===== src/rtl/led_pattern_gen.sv =====
`default_nettype none
// ============================================================================
//  Module   : led_pattern_gen
//  Purpose  : Single-clock LED animation engine (off / blink / chase / bounce)
//             advanced by a clock-enable prescaler tick.
//  Revision : 1.0
// ============================================================================
module led_pattern_gen #(
  parameter int N_LEDS   = 10,
  parameter int TICK_DIV = 131072,
  parameter int CNT_W    = $clog2(TICK_DIV),
  parameter int POS_W    = ($clog2(N_LEDS) > 0) ? $clog2(N_LEDS) : 1
) (
  input  logic              ADC_CLK_10,
  input  logic              RESET_N,
  input  logic [1:0]        sel,
  input  logic              run,
  output logic [N_LEDS-1:0] LEDR,
  output logic              step_tick,
  output logic              dir
);

  typedef enum logic [1:0] {
    MODE_OFF    = 2'd0,
    MODE_BLINK  = 2'd1,
    MODE_CHASE  = 2'd2,
    MODE_BOUNCE = 2'd3
  } mode_t;

  localparam logic [CNT_W-1:0]  CNT_LAST = CNT_W'(TICK_DIV - 1);
  localparam logic [POS_W-1:0]  LAST_POS = POS_W'(N_LEDS - 1);
  localparam logic [N_LEDS-1:0] LED_ONE  = N_LEDS'(1);

  mode_t             sel_q, sel_d;
  logic [CNT_W-1:0]  cnt_q, cnt_d;
  logic [POS_W-1:0]  pos_q, pos_d;
  logic              dir_q, dir_d;
  logic              blink_q, blink_d;
  logic              step_tick_q, step_tick_d;
  logic [N_LEDS-1:0] ledr_q, ledr_d;

  always_comb begin
    sel_d       = sel_q;
    cnt_d       = cnt_q;
    pos_d       = pos_q;
    dir_d       = dir_q;
    blink_d     = blink_q;
    step_tick_d = 1'b0;
    ledr_d      = '0;

    // Output decode always reflects the state before this edge's update.
    case (sel_q)
      MODE_OFF:    ledr_d = '0;
      MODE_BLINK:  ledr_d = {N_LEDS{blink_q}};
      MODE_CHASE,
      MODE_BOUNCE: ledr_d = LED_ONE << pos_q;
      default:     ledr_d = '0;
    endcase

    if (mode_t'(sel) != sel_q) begin
      // Restart cleanly; any tick falling on this edge is dropped.
      sel_d   = mode_t'(sel);
      cnt_d   = '0;
      pos_d   = '0;
      dir_d   = 1'b0;
      blink_d = 1'b1;
    end else if (run) begin
      if (cnt_q == CNT_LAST) begin
        cnt_d       = '0;
        step_tick_d = 1'b1;
        case (sel_q)
          MODE_BLINK: blink_d = ~blink_q;
          MODE_CHASE: pos_d = (pos_q == LAST_POS) ? '0 : pos_q + 1'b1;
          MODE_BOUNCE: begin
            // A single LED has nowhere to bounce, so position stays put.
            if (N_LEDS > 1) begin
              if (!dir_q) begin
                if (pos_q == LAST_POS) begin
                  dir_d = 1'b1;
                  pos_d = pos_q - 1'b1;
                end else begin
                  pos_d = pos_q + 1'b1;
                end
              end else begin
                if (pos_q == '0) begin
                  dir_d = 1'b0;
                  pos_d = pos_q + 1'b1;
                end else begin
                  pos_d = pos_q - 1'b1;
                end
              end
            end
          end
          default: ;
        endcase
      end else begin
        cnt_d = cnt_q + 1'b1;
      end
    end
  end

  always_ff @(posedge ADC_CLK_10 or negedge RESET_N) begin
    if (!RESET_N) begin
      sel_q       <= MODE_OFF;
      cnt_q       <= '0;
      pos_q       <= '0;
      dir_q       <= 1'b0;
      blink_q     <= 1'b1;
      step_tick_q <= 1'b0;
      ledr_q      <= '0;
    end else begin
      sel_q       <= sel_d;
      cnt_q       <= cnt_d;
      pos_q       <= pos_d;
      dir_q       <= dir_d;
      blink_q     <= blink_d;
      step_tick_q <= step_tick_d;
      ledr_q      <= ledr_d;
    end
  end

  assign LEDR      = ledr_q;
  assign step_tick = step_tick_q;
  assign dir       = dir_q;

endmodule
`default_nettype wire


===== config.mk =====
export PLATFORM = sky130hd
export DESIGN_NAME = led_pattern_gen
export DESIGN_NICKNAME = d
export VERILOG_FILES = /design/src/rtl/led_pattern_gen.sv
export SDC_FILE = /design/constraint.sdc
export NUM_CORES = 1
export LEC_CHECK = 0
export ABC_AREA = 0
export BUFFER_PORTS_ARGS = -buffer_cell sky130_fd_sc_hd__buf_2
export CORE_MARGIN = 8
export CORE_UTILIZATION = 35
export DETAILED_ROUTE_END_ITERATION = 10
export SYNTH_ARGS = -nofsm -noshare
export SYNTH_HDL_FRONTEND = slang
export SYNTH_SLANG_ARGS = --single-unit

===== constraint.sdc =====
create_clock -name ADC_CLK_10 -period 2.3 [get_ports ADC_CLK_10]
set_clock_uncertainty 0.15 [all_clocks]
set_input_delay 0.69 -clock ADC_CLK_10 [delete_from_list [all_inputs] [get_ports ADC_CLK_10]]
set_output_delay 0.69 -clock ADC_CLK_10 [all_outputs]
set_load 0.1 [all_outputs]

==> qor.log, run 1 <==
INFO  status         outcome=finished clean
INFO  synthesis      yosysWarningCount=0
INFO  floorplan      die_h=91.0microns
INFO  synthesis      synth_ff_type=sky130_fd_sc_hd__dfrtp_1
INFO  clocking       worst_setup_hold_path_clk_slew=80ps
INFO  finish         flow.area_growth_from_synthesis=20.4%
INFO  floorplan      floorplan.io_pins=17
INFO  setup_path     crit_path_start=cnt_q[8]
INFO  timing         timing.final.hold_violations=0
INFO  synthesis      post_synth_edffs=0
INFO  clocking       numCtsBuffers=5
INFO  timing         final_max_slew_violation_count=0
INFO  setup_path     timing.setup.critical_path_class=flop to flop
INFO  synthesis      synth.yosys.seq_area_share=45.8%
INFO  synthesis      yosysTopAreaCell=sky130_fd_sc_hd__dfrtp_1
INFO  routing        dr_total_vias=1,648
INFO  clocking       cts_post_setup_buffers_inserted=0
INFO  place          dpl_worst_slack=34.0ps
INFO  floorplan      num_rows=27
INFO  setup_path     timing.critical_path.required=2350ps
INFO  synthesis      synthDominantCellAreaShare=44.5%
INFO  timing         post-route-period-util=96.7%
INFO  synthesis      synth-async-reset-ratio=100%
INFO  floorplan      die_area=8280squm
INFO  timing         max_clock_freq=449MHz
INFO  clocking       numClockSinks=36
INFO  finish         layout-drive-gt1-share=21.5%
INFO  place          port-buffer-count=16
INFO  min_path       hp-class=primary input to async pin
INFO  job            drv_cap=0
INFO  power          power_per_cell_area=586nW/um^2
INFO  global_route   gr-total-overflow=0
INFO  floorplan      core_area=5470squm
INFO  place          placement.cell_area=2240squm
INFO  clocking       worst_skew_pair.late_latency=290ps
INFO  routing        detailedRoute.firstPassIterationCount=5
INFO  synthesis      synth_common_cells=sky130_fd_sc_hd__dfrtp_1, sky130_fd_sc_hd__nand2_1, sky130_fd_sc_hd__a21oi_1, sky130_fd_sc_hd__o21ai_0, sky130_fd_sc_hd__nor2_1
INFO  setup_path     crit_buf_inv=0
INFO  clocking       tritoncts=built
INFO  synthesis      synth_most_common_cell=sky130_fd_sc_hd__dfrtp_1
INFO  finish         fin_area=2370squm
INFO  synthesis      yosys_register_bits=36
INFO  setup_path     path_delay_family=simple AND/OR/NAND/NOR gates
INFO  timing         final-setup-viol-count=0
INFO  global_route   first_global_vias=1,598
INFO  routing        post-route-drc-count=0
INFO  setup_path     ff_to_ff_start=cnt_q[8]
INFO  routing        avgRoutedWirePerCell=13.8microns
INFO  synthesis      synthesis.area=1970squm
INFO  setup_path     crit_path_max_fanout=5
INFO  timing         post-route-min-period=2220ps
INFO  routing        drtIter0Drc=76
INFO  finish         final_core_util=43.3%
INFO  place          hpwlAfterDp=3160microns
INFO  place          gp_routability_congestion=0.893
INFO  synthesis      post_synth_num_cell_types=43
INFO  power          static_leakage=0.00106uW
INFO  clocking       cts_max_path_buffers=2
INFO  setup_path     worst_path_max_delay_cell=sky130_fd_sc_hd__dfrtp_1
INFO  clocking       cts-root-buf=sky130_fd_sc_hd__clkbuf_8
INFO  setup_path     timing.critical_path.mode_cell=sky130_fd_sc_hd__nand4_1
INFO  power          vdd.ir_drop.worst=0.000281V
INFO  timing         postLayoutSetupSlackWorst=75.1ps
INFO  routing        route.detailed.vias_per_inst=5.18
INFO  setup_path     timing.critical_path.to_type=flop
INFO  setup_path     cp-start-kind=flop
INFO  synthesis      synth.area.top_cells=sky130_fd_sc_hd__dfrtp_1, sky130_fd_sc_hd__ha_1, sky130_fd_sc_hd__nand2_1, sky130_fd_sc_hd__a21oi_1, sky130_fd_sc_hd__o21ai_0
INFO  synthesis      syn_avg_cell_area=9.20squm
INFO  floorplan      dieWidth=91.0microns
INFO  global_route   grt_pass1_wl=7760microns
INFO  clocking       cts_htree_levels=2
INFO  setup_path     crit_path_cell_trace=nand4_1 > nor4_4 > and3_1 > ha_1 > nand2_1 > nor2_2 > nand4_1 > o32ai_1
INFO  power          post-layout-total-power=1390uW
INFO  timing         worst_max_slew_pin_slew=489ps
INFO  global_route   grt.total_usage=11.1%
INFO  global_route   pin_count_of_the_biggest_net_entering_global_routing=37
INFO  floorplan      start_util=36.0%
INFO  routing        final_antenna_net_count=0
INFO  global_route   antenna_violations_before_repair=0
INFO  routing        wirelength=4400microns
INFO  finish         layout.filler_cells=573
INFO  synthesis      synth_nets=228
INFO  synthesis      syn_inst=214
INFO  finish         n_diodes=0
INFO  timing         final.setup.tns=0ps
INFO  finish         nNetsFinal=259
INFO  timing         max_slew_margin=67.4%
INFO  setup_path     critPathMaxStageDelay=410ps
INFO  setup_path     arrival=2270ps
cell usage in the layout, fill, tap and decap left out, types with 2 or more instances in the layout:
cell type	n
sky130_fd_sc_hd__nand3_1	4
sky130_fd_sc_hd__inv_1	9
sky130_fd_sc_hd__nand2b_1	2
sky130_fd_sc_hd__or2_2	2
sky130_fd_sc_hd__and3_1	5
sky130_fd_sc_hd__mux2i_1	2
sky130_fd_sc_hd__and2_1	2
sky130_fd_sc_hd__xnor2_1	2
sky130_fd_sc_hd__o31ai_1	9
sky130_fd_sc_hd__xor2_1	3
sky130_fd_sc_hd__nand2_1	25
sky130_fd_sc_hd__buf_4	19
sky130_fd_sc_hd__a21oi_1	16
sky130_fd_sc_hd__buf_2	16
sky130_fd_sc_hd__o22ai_1	2
sky130_fd_sc_hd__and4_1	2
sky130_fd_sc_hd__ha_1	9
sky130_fd_sc_hd__a31oi_1	2
sky130_fd_sc_hd__o21ai_0	16
sky130_fd_sc_hd__nor2_1	12
sky130_fd_sc_hd__xor2_2	2
sky130_fd_sc_hd__or3_1	4
sky130_fd_sc_hd__nor3_1	6
sky130_fd_sc_hd__dfrtp_1	35
sky130_fd_sc_hd__nand4_1	8
sky130_fd_sc_hd__clkbuf_8	5
sky130_fd_sc_hd__or4_1	5
sky130_fd_sc_hd__nor2b_1	2
power breakdown:
| group | internal (uW) | switching (uW) | total (uW) |
|---|---|---|---|
| Sequential | 645 | 4.81 | 650 |
| Combinational | 40.9 | 139 | 180 |
| Clock | 321 | 239 | 560 |
| Total | 1010 | 382 | 1390 |
repair_timing:
item,CTS,global route
cloned,0,0
resized for setup,1,3
endpoints found under the setup margin,1,2
hold buffers,0,0
final cells by class:
cell class	instances	area, sq um	area share (%)
Tap cell	72	90.1	3.80
Multi-Input combinational cell	158	1010	42.6
Inverter	9	33.8	1.43
Clock inverter	3	42.5	1.80
Timing Repair Buffer	35	223	9.40
Clock buffer	5	68.8	2.90
Sequential cell	36	902	38.1
stage by stage:
step                      std cells  hold slack [ps]
after detailed placement        310              388
after CTS                       318              295
final                           318              277
after floorplan                 214              244
after global routing            318              316
after global placement          310              385
worst paths after layout:
check	end	slack [ps]	depth (start not counted)
min in group ADC_CLK_10	cnt_q[16]	400	2
worst max register to register	pos_q[3]	80	8
max in group asynchronous	blink_q	1360	2
worst min register to register	cnt_q[16]	400	2
worst min-delay path	sel_q[0]	280	2
worst max-delay path	pos_q[3]	80	8
state kept, by name, indices dropped and copies added, names as in the netlist:
| signal | cells |
|---|---|
| blink_q | 1 |
| step_tick | 1 |
| LEDR | 10 |
| cnt_q | 17 |
| dir | 1 |
| sel_q | 2 |
| pos_q | 4 |
per-layer routing:
layer  vias to the layer above  routed length [microns]  global-route usage [%]
li1                        829                        -                       -
met4                         0                       58                    4.09
met3                         7                      210                    2.72
met2                        42                     1880                    16.0
met1                       770                     2260                    15.6
met5                         -                        0                       0
logic make-up (layout without fill, tap and decap cells):
kind of cell    after synthesis  in the layout  synth area share [%]
simple gates                 85             85                  22.5
fa+ha+maj                     9              9                  5.72
xor+xnor                      7              7                  3.88
flops                        36             36                  45.8
compound gates               55             55                  17.1
buf+inv                      20             52                  3.94
mux                           2              2                  1.02
No activity file was read; power rests on OpenSTA's default activity.
==> run 2: changes to the inputs <==
Settings changed: CORE_ASPECT_RATIO set to 1.1.
==> qor.log, run 2 (synthesis gave the netlist of run 1 again) <==
INFO  status         outcome=finished clean
INFO  routing        post-route-drc-count=0 [unchanged]
INFO  global_route   gr-max-usage-layer=met2
INFO  timing         final-setup-viol-count=0 [unchanged]
INFO  timing         post-route-period-util=94.9% [-1.9 points]
INFO  routing        final_antenna_net_count=0 [unchanged]
INFO  floorplan      floorplan.io_pins=17 [unchanged]
INFO  routing        route.detailed.vias_per_inst=5.07 [-2.2%]
INFO  setup_path     cp-start-kind=flop
INFO  timing         final_max_slew_violation_count=0 [unchanged]
INFO  global_route   pin_count_of_the_biggest_net_entering_global_routing=37 [unchanged]
INFO  routing        drtIter0Drc=75 [-1.3%]
INFO  timing         max_clock_freq=458MHz [+2.0%]
INFO  floorplan      dieWidth=87.5microns [-3.8%]
INFO  floorplan      num_rows=28 [+3.7%]
INFO  finish         flow.area_growth_from_synthesis=25.9%
INFO  global_route   grt_pass1_wl=7540microns [-2.8%]
INFO  floorplan      die_h=94.7microns [+4.0%]
INFO  timing         timing.final.hold_violations=0 [unchanged]
INFO  timing         max_slew_margin=55.8% [-12 points]
INFO  clocking       numCtsBuffers=5 [unchanged]
INFO  setup_path     timing.critical_path.required=2350ps [about the same]
INFO  power          static_leakage=0.00110uW [+3.6%]
INFO  global_route   grt_util_met1=14.4% [-1.2 points]
INFO  power          power_per_cell_area=565nW/um^2 [-3.6%]
INFO  job            drv_cap=0 [unchanged]
INFO  setup_path     arrival=2230ps [-40 ps]
INFO  clocking       cts_htree_levels=2 [unchanged]
INFO  power          vdd.ir_drop.worst=0.000258V [-8.3%]
INFO  global_route   grt.total_usage=11.4% [+0.32 points]
INFO  clocking       cts_max_path_buffers=2 [unchanged]
INFO  timing         worst_max_slew_pin_slew=659ps [+171 ps]
INFO  finish         layout-drive-gt1-share=26.8% [+5.3 points]
INFO  clocking       worst_setup_hold_path_clk_slew=80ps [about the same]
INFO  timing         worst_hold_slack=279ps [+1.64 ps]
INFO  routing        dr_total_vias=1,682 [+2.1%]
INFO  setup_path     regToRegSetupSlack=120ps [+40 ps]
INFO  routing        avgRoutedWirePerCell=12.9microns [-6.7%]
INFO  global_route   grt.met2_usage=17.8% [+1.8 points]
INFO  setup_path     timing.critical_path.to_type=flop
INFO  setup_path     timing.setup.critical_path_class=flop to flop
INFO  clocking       cts-root-buf=sky130_fd_sc_hd__clkbuf_8
INFO  clocking       tritoncts=built
INFO  place          gp_routability_congestion=0.873 [-2.2%]
INFO  setup_path     crit_path_max_fanout=6 [+1]
INFO  setup_path     r2r.worst_path.cells=9 [+1]
INFO  routing        wirelength=4290microns [-2.5%]
INFO  setup_path     timing.critical_path.mode_cell=sky130_fd_sc_hd__nand4_1
INFO  finish         final_common_cell=sky130_fd_sc_hd__dfrtp_1
INFO  floorplan      core_area=5400squm [-1.4%]
INFO  finish         flip_flop_count_of_the_largest_register_after_layout=17 [unchanged]
INFO  setup_path     worst_path_max_delay_cell=sky130_fd_sc_hd__dfrtp_1
INFO  place          hpwlAfterDp=3170microns [+0.40%]
INFO  global_route   first_global_vias=1,633 [+2.2%]
INFO  power          post-layout-total-power=1400uW [+0.87%]
INFO  floorplan      start_util=36.5% [+0.52 points]
INFO  global_route   groute.layer.met3.usage=2.52% [-0.20 points]
INFO  place          port-buffer-count=16 [unchanged]
INFO  clocking       numClockSinks=36 [unchanged]
INFO  finish         nNetsFinal=270 [+4.2%]
INFO  setup_path     crit_path_start=cnt_q[9]
INFO  min_path       hp-class=primary input to async pin
INFO  timing         rsz0062_at_grt=true
INFO  setup_path     rr_endpoint=pos_q[3]
INFO  finish         top_register=cnt_q
INFO  global_route   gr-total-overflow=0 [unchanged]
INFO  finish         n_diodes=0 [unchanged]
INFO  setup_path     ff_to_ff_start=cnt_q[9]
INFO  global_route   antenna_violations_before_repair=0 [unchanged]
INFO  finish         most-common-layout-cells=sky130_fd_sc_hd__dfrtp_1, sky130_fd_sc_hd__buf_4, sky130_fd_sc_hd__nand2_1
INFO  setup_path     critPathMaxStageDelay=380ps [-30 ps]
INFO  timing         post-route-min-period=2180ps [-43.1 ps]
INFO  routing        detailedRoute.firstPassIterationCount=4 [-1]
INFO  clocking       worst_skew_pair.late_latency=290ps [about the same]
INFO  floorplan      die_area=8280squm [about the same]
INFO  setup_path     crit_path_cell_trace=nand4_1 > nor4_2 > buf_4 > and3_4 > ha_4 > nand2_2 > nor2_2 > nand4_1 > o32ai_2
INFO  setup_path     worst_setup_path_endpoint=pos_q[3]
-- run 2: through the flow --
step | utilization [%] | instance area [sq um] | worst slack (ps) | TNS, ps | cells
3_3_place_gp | 42.9 | 2320 | -109 | -570 | 323
4_1_cts | 45.4 | 2450 | 41.1 | 0 | 331
3_5_place_dp | 42.9 | 2320 | -118 | -938 | 323
6_report | 45.9 | 2480 | 118 | 0 | 332
2_1_floorplan | - | 1970 | 98.0 | 0 | 214
5_1_grt | 45.9 | 2480 | -5.84 | -5.84 | 332
-- run 2: cell type report --
type	count	area, sq um
multi-input cells	158	1030
well taps	75	93.8
inverters	9	33.8
clock buffers	5	68.8
flip-flops and latches	36	902
repair buffers	46	305
clock inverters	3	42.5
fillers	526	2920
-- run 2: timing repair --
item	CTS	global route
gates resized for setup	5	4
hold buffers	0	0
buffers inserted	0	1
setup endpoints to repair	17	17
pin swaps	0	2
-- run 2: worst min-delay path by stage --
stage | from | to | cells after the start
3_3_place_gp | cnt_q[16] | cnt_q[16] | 2
3_5_place_dp | cnt_q[16] | cnt_q[16] | 2
6_report | RESET_N | cnt_q[15] | 2
5_1_grt | RESET_N | sel_q[1] | 2
4_1_cts | RESET_N | sel_q[1] | 2
2_1_floorplan | RESET_N | LEDR[0] | 0
-- run 2: worst max-delay path: cells and delay by family, from the launching register on --
| family | cells | cell delay, ps |
|---|---|---|
| fa+ha+maj | 1 | 160 |
| flops | 1 | 380 |
| buf+inv | 1 | 160 |
| compound gates | 1 | 260 |
| simple gates | 6 | 980 |
-- run 2: power by group --
part	leakage [uW]	internal, uW	switching (uW)	total [uW]
Clock	0.0000541	321	242	563
Sequential	0.000482	645	4.67	650
Combinational	0.000563	47.9	141	189
Total	0.00110	1010	388	1400
-- run 2: layer usage --
metal	vias up	wire [microns]
li1	853	-
met1	792	2110
met2	31	1920
met3	6	177
met4	0	78
met5	-	0
